`src/rtl/shift_sequencer.sv`:
```
// Multi-cycle shift controller: steps an external single-bit shifter
// once per clock for 0..2^AMT_W-1 positions, with a start/done handshake.
module shift_sequencer #(
    parameter int WIDTH = 8,
    parameter int AMT_W = 4
) (
    input  logic             clk,
    input  logic             reset,
    input  logic             start,
    input  logic [WIDTH-1:0] A,
    input  logic             LA,
    input  logic             LR,
    input  logic [AMT_W-1:0] AMT,
    output logic [WIDTH-1:0] SH_A,
    output logic             SH_LA,
    output logic             SH_LR,
    input  logic [WIDTH-1:0] SH_Y,
    input  logic             SH_C,
    output logic [WIDTH-1:0] Y,
    output logic             C,
    output logic             busy,
    output logic             done
);

    typedef enum logic [1:0] {
        IDLE  = 2'd0,
        SHIFT = 2'd1,
        DONE  = 2'd2
    } state_t;

    state_t           state_q, state_d;
    logic [WIDTH-1:0] work_q, work_d;
    logic [AMT_W-1:0] cnt_q, cnt_d;
    logic             c_q, c_d;
    logic             la_q, la_d;
    logic             lr_q, lr_d;
    logic             busy_q, busy_d;
    logic             done_q, done_d;

    always_comb begin
        state_d = state_q;
        work_d  = work_q;
        cnt_d   = cnt_q;
        c_d     = c_q;
        la_d    = la_q;
        lr_d    = lr_q;
        unique case (state_q)
            IDLE: begin
                if (start) begin
                    work_d  = A;
                    cnt_d   = AMT;
                    c_d     = 1'b0;
                    la_d    = LA;
                    lr_d    = LR;
                    state_d = (AMT == '0) ? DONE : SHIFT;
                end
            end
            SHIFT: begin
                // count is always >= 1 here, so it never wraps
                work_d = SH_Y;
                c_d    = SH_C;
                cnt_d  = cnt_q - 1'b1;
                if (cnt_q == AMT_W'(1)) begin
                    state_d = DONE;
                end
            end
            DONE: begin
                state_d = IDLE;
            end
            default: begin
                state_d = IDLE;
            end
        endcase
        busy_d = (state_d != IDLE);
        done_d = (state_d == DONE);
    end

    always_ff @(posedge clk or posedge reset) begin
        if (reset) begin
            state_q <= IDLE;
            work_q  <= '0;
            cnt_q   <= '0;
            c_q     <= 1'b0;
            la_q    <= 1'b0;
            lr_q    <= 1'b0;
            busy_q  <= 1'b0;
            done_q  <= 1'b0;
        end else begin
            state_q <= state_d;
            work_q  <= work_d;
            cnt_q   <= cnt_d;
            c_q     <= c_d;
            la_q    <= la_d;
            lr_q    <= lr_d;
            busy_q  <= busy_d;
            done_q  <= done_d;
        end
    end

    assign SH_A  = work_q;
    assign SH_LA = la_q;
    assign SH_LR = lr_q;
    assign Y     = work_q;
    assign C     = c_q;
    assign busy  = busy_q;
    assign done  = done_q;

endmodule

```
`config.mk`:
```
export PLATFORM = sky130hd
export DESIGN_NAME = shift_sequencer
export DESIGN_NICKNAME = d
export VERILOG_FILES = /design/src/rtl/shift_sequencer.sv
export SDC_FILE = /design/constraint.sdc
export NUM_CORES = 1
export LEC_CHECK = 0
export ABC_AREA = 1
export CAP_MARGIN = 20
export CORE_AREA = 2 2 56 58
export CTS_CLUSTER_SIZE = 12
export DETAILED_ROUTE_END_ITERATION = 12
export DIE_AREA = 0 0 58 60
export MAX_ROUTING_LAYER = met4
export PLACE_DENSITY = 0.85
export SYNTH_ARGS = -nofsm -noshare
export SYNTH_HDL_FRONTEND = slang
export SYNTH_SLANG_ARGS = --single-unit
```
`constraint.sdc`:
```
create_clock -name clk -period 1 [get_ports clk]
set_input_delay 0.25 -clock clk [delete_from_list [all_inputs] [get_ports clk]]
set_output_delay 0.25 -clock clk [all_outputs]
set_load 0.01 [all_outputs]
```
# After elaboration in Yosys (flattened, before gate mapping)
# Cells that the tools add are included.
[op_classes] n_eq_ne=4 mux=10 reduce_logical=6 addsub=1
[op_table] cell="$pmux W8 S2" count=1
[op_table] cell="$mux W8" count=1
[op_table] cell="$pmux W4 S2" count=1
[op_table] cell="$mux W2" count=3
[op_table] cell="$eq A4 B1 Y1 const B" count=1
[op_table] cell="$logic_not A4 Y1" count=1
[op_table] cell="$mux W4" count=1
[op_table] cell="$pmux W2 S2" count=1
[op_table] cell="$reduce_and A2 Y1" count=2
[op_table] cell="$reduce_bool A2 Y1" count=2
[op_table] cell="$sub A4 B1 Y4 const B" count=1
[op_table] cell="$eq A2 B1 Y1 const B" count=1
[op_table] cell="$eq A2 B2 Y1 const B" count=1
[op_table] cell="$logic_not A2 Y1" count=1
[op_table] cell="$ne A2 B2 Y1 const B" count=1
[op_table] cell="$pmux W1 S2" count=1
[op_table] cell="$mux W1" count=1
[totals] regBits=19 elab_cells=29 out_inout_bits=21

# Logic depth before layout (Yosys ltp)
[logic_depth] depth_word=5 mapped_depth=7 mapped_depth_nobuf=6

# Least setup slack after synthesis
# OpenSTA, ideal clock, no wires.
[synth_timing] path_type="flip-flop to flip-flop" start="reg state_q[1]" end="reg work_q[0], in the netlist SH_A[0]" setup_time_ns=0.121 t_arrival_ns=0.930 required_ns=0.879 stages_incl_launch_ff=8 setup_slack_ns=-0.051 path_cell_list="dfrtp_1 > inv_2 > nand2_2 > nand2_4 > inv_2 > buf_6 > nand2_1 > o21ai_2"
[synth_via] elab_chain_len=3
[synth_rtl] item="from (decl)" line_no="31" source="state_t state_q, state_d;"
[synth_rtl] item="from (signal assigned)" line_no="89" source="state_q <= state_d;"
[synth_rtl] item="$eq A2 B1 Y1 or $logic_not A2 Y1 (tied branches)" line_no="47" source="unique case (state_q)"
[synth_rtl] item="$reduce_bool A2 Y1 (no line) or $ne A2 B2 Y1 (tied branches)"
[synth_rtl] item="$reduce_and A2 Y1 (no line)"
[synth_rtl] item="to (signal assigned)" line_no="90" source="work_q <= work_d;"
[synth_rtl] item="to (decl)" line_no="32" source="logic [WIDTH-1:0] work_q, work_d;"
# Parallel ways exist; a longest one is shown, timed or not.
# A chain may end at the register's enable or synchronous reset.

# Worst setup path in the final report
[layout_timing] start="reg work_q[5], in the netlist SH_A[5]" end="out SH_A[5]"
[layout_lines] item="to (decl)" line_no="14" source="output logic [WIDTH-1:0] SH_A,"
# No word-level cell between the ends.

==> key figures <==
STA
  • Worst rel slew slack: between 80% and 90%
  • Fmax: about 0.85 GHz
  • Clock Skew: just over 0.008 ns
  • Hold WS: 0.267 ns
  • Final min period: 1.18 ns
  • RSZ-0062 raised after global routing: true
  • Final Slew Violations: 0
  • Final setup violation count: 40
  • Final worst slack: -0.178 ns
  • Final cycle utilization of the critical path: 118%
  • Worst-Margin Slew: 0.260 ns
  • Final hold vios: 0

Synth
  • Seq/Total Area, Yosys: a little under half
  • Avg Cell Area, Syn: approximately 8.5 um2
  • Synthesized Nets: between 100 and 150
  • Count of different cell masters after synthesis: 18
  • Top area cells in the synthesized netlist: dfrtp_1, nand2_1, buf_4
  • Ys flop type: dfrtp_1
  • Synth Register Bits: 19
  • Biggest area consumer among synthesized cells: dfrtp_1
  • Post-synth EDFFs: 0
  • Top-count cell post-synth: nand2_1
  • Mapped Cells: approximately 120
  • Yosys warnings: 0
  • Post-synth top cells: nand2_1, dfrtp_1, nor2_1, buf_4, o21ai_0
  • Area share of the largest cell type after synthesis: 47.6%
  • Mapped Area: ~1000 um2
  • Synth async-reset ratio: between 90% and 100%

Drt
  • Total Routed Length: around 3.2 mm
  • Post-route ant nets: 0
  • Initial DRC Count: 18
  • Via count: 1108
  • TritonRoute pass-1 iters: 4
  • Via density: 4.82
  • DRC errors left: 0
  • WL/cell: roughly 14 um

Worst setup path
  • Reg2Reg Depth: 5
  • Reg-to-reg endpoint: state_q[1]$_DFF_PP0_
  • Crit start category: flip-flop
  • CP startpoint: SH_A[5]$_DFFE_PP0P_
  • Critical path class: reg2out
  • Reg-to-reg slack, setup: -0.16 ns
  • CP arrival: a little over 0.9 ns
  • Required @ worst endpoint: ~0.75 ns
  • Crit end category: output port
  • R2R Path Start: state_q[1]$_DFF_PP0_
  • Worst Path Max Fanout: 2

Placement
  • Worst setup slack after placement: -0.416 ns
  • IO Port Bufs: 46
  • RD Place Congestion: roughly 0.76
  • Post-DP HPWL: roughly 2 mm

Global route
  • First-pass GRT wire length: ~5.1 mm
  • Vias in the first global route: 1100
  • Congestion Overflow GR: 0
  • Gr usage total: 20.1%
  • Largest net degree at the start of global routing: 20
  • Initial antenna violation count: 0

Final layout
  • Register area: ~480 um2
  • Area of the multi-input gates: about 560 um2
  • Nets: ~230
  • Fillers: 220
  • ANT cells: 0
  • Layout cells sized above 1: between 50% and 60%
  • Area growth syn-to-layout: 89.5%

Run status
  • Failing checks: setup timing
  • Run status: complete, but fails checks

Die
  • Die footprint: ~0.0035 mm2
  • Core Region: ~0.0029 mm2
  • Cell Rows: 20
  • Ports: 47
  • Die H: roughly 60 um
  • Initial Utilization: 34.4%
  • Die Width: 58 um

CTS
  • Clock input transition at the sequential cells of the worst setup and hold paths: about 0.11 ns
  • Worst-Skew Late Latency: 0.30 ns
  • CTS Sinks: 19
  • CTS H-tree depth: 1
  • Post-CTS Hold Buffers: 0
  • Cts bufs inserted: 3
  • TritonCTS clock tree: yes
  • Clk root buf: clkbuf_4
  • Max Buffers Root-to-Sink: 2

Power and ir drop
  • PD cells: 3160 mW/mm2
  • Leakage power: between 0.9 and 1 nW
  • Peak VDD IR: ~2000 uV

Worst hold path
  • Hold WC Path Type: in2async

Run
  • Max cap viols: 0
==> critical path: stages, from the launching register on <==
cell     delay [ns]
dfrtp_1        0.40
buf_6          0.12
buf_6          0.11
==> where the power goes <==
group          total (mW)  internal (mW)  switching [mW]  leakage (nW)
Combinational        4.18           2.18            1.99         0.676
Sequential           1.42           1.14           0.278         0.226
Clock               0.387          0.155           0.231        0.0150
Total                5.99           3.48            2.50         0.917
==> worst max-delay path by stage <==
stage | to | slack [ns] | cells after the start
6_report | SH_A[5] | -0.18 | 2
5_1_grt | cnt_q[1]$_DFFE_PP0P_ | -0.22 | 7
4_1_cts | SH_A[5] | -0.19 | 2
3_5_place_dp | cnt_q[1]$_DFFE_PP0P_ | -0.42 | 6
3_3_place_gp | cnt_q[1]$_DFFE_PP0P_ | -0.35 | 6
2_1_floorplan | SH_A[0]$_DFFE_PP0P_ | -0.04 | 7
==> state kept, by name, summed over array words and instances, names as in the netlist <==
signal,cells
SH_A,8
cnt_q,4
state_q,2
C,1
SH_LA,1
SH_LR,1
busy,1
done,1
==> placed cells by master, fill, tap and decap left out, drive strengths merged <==
cell type       n
buf            61
nand2          35
clkdlybuf4s50  24
dfrtp          19
o21ai          17
nor2           14
inv             9
nand3           6
clkbuf          4
o22ai           2
o211ai          2
ha              2
a21oi           1
dlygate4sd2     1
==> timing repair <==
action | CTS | global route
buffers inserted | 18 | 6
gates resized for setup | 134 | 12
setup endpoints to repair | 39 | 40
gates cloned | 1 | 0
pin swaps | 9 | 5
==> logic make-up after synthesis <==
logic type	after synthesis	synth area share, %
flip-flops	19	47.6
adder cells (fa/ha/maj)	2	2.50
AND/OR/NAND/NOR	55	23.9
AO/OA/AOI/OAI	22	14.0
buffers and inverters	19	12.0
==> stage by stage <==
stage / setup TNS (ns) / cells / instance area, um2 / util, % / power (mW)
after floorplan: -0.382 / 117 / 1010 / - / 3.10
after global placement: -8.02 / 201 / 1560 / 53.7 / 4.29
after detailed placement: -9.04 / 201 / 1560 / 53.7 / 4.45
after CTS: -3.65 / 224 / 1800 / 62.1 / 5.63
after global routing: -5.86 / 230 / 1890 / 65.3 / 6.41
final: -4.08 / 230 / 1890 / 65.3 / 5.99
==> routing by layer <==
metal,GRT usage (%),wire [um],up-vias
li1,-,-,533
met1,21.6,1080,526
met2,38.5,1820,44
met3,2.60,219,5
met4,5.65,34,0
met5,-,0,-
==> area by class of cell <==
type | count | share of cell area (%)
Timing Repair Buffer | 86 | 39.2
Multi-Input combinational cell | 79 | 29.5
Sequential cell | 19 | 25.1
Tap cell | 33 | 2.18
Inverter | 8 | 2.11
Clock buffer | 4 | 1.39
Timing Repair inverter | 1 | 0.594
(Power assumes the default switching activity.)
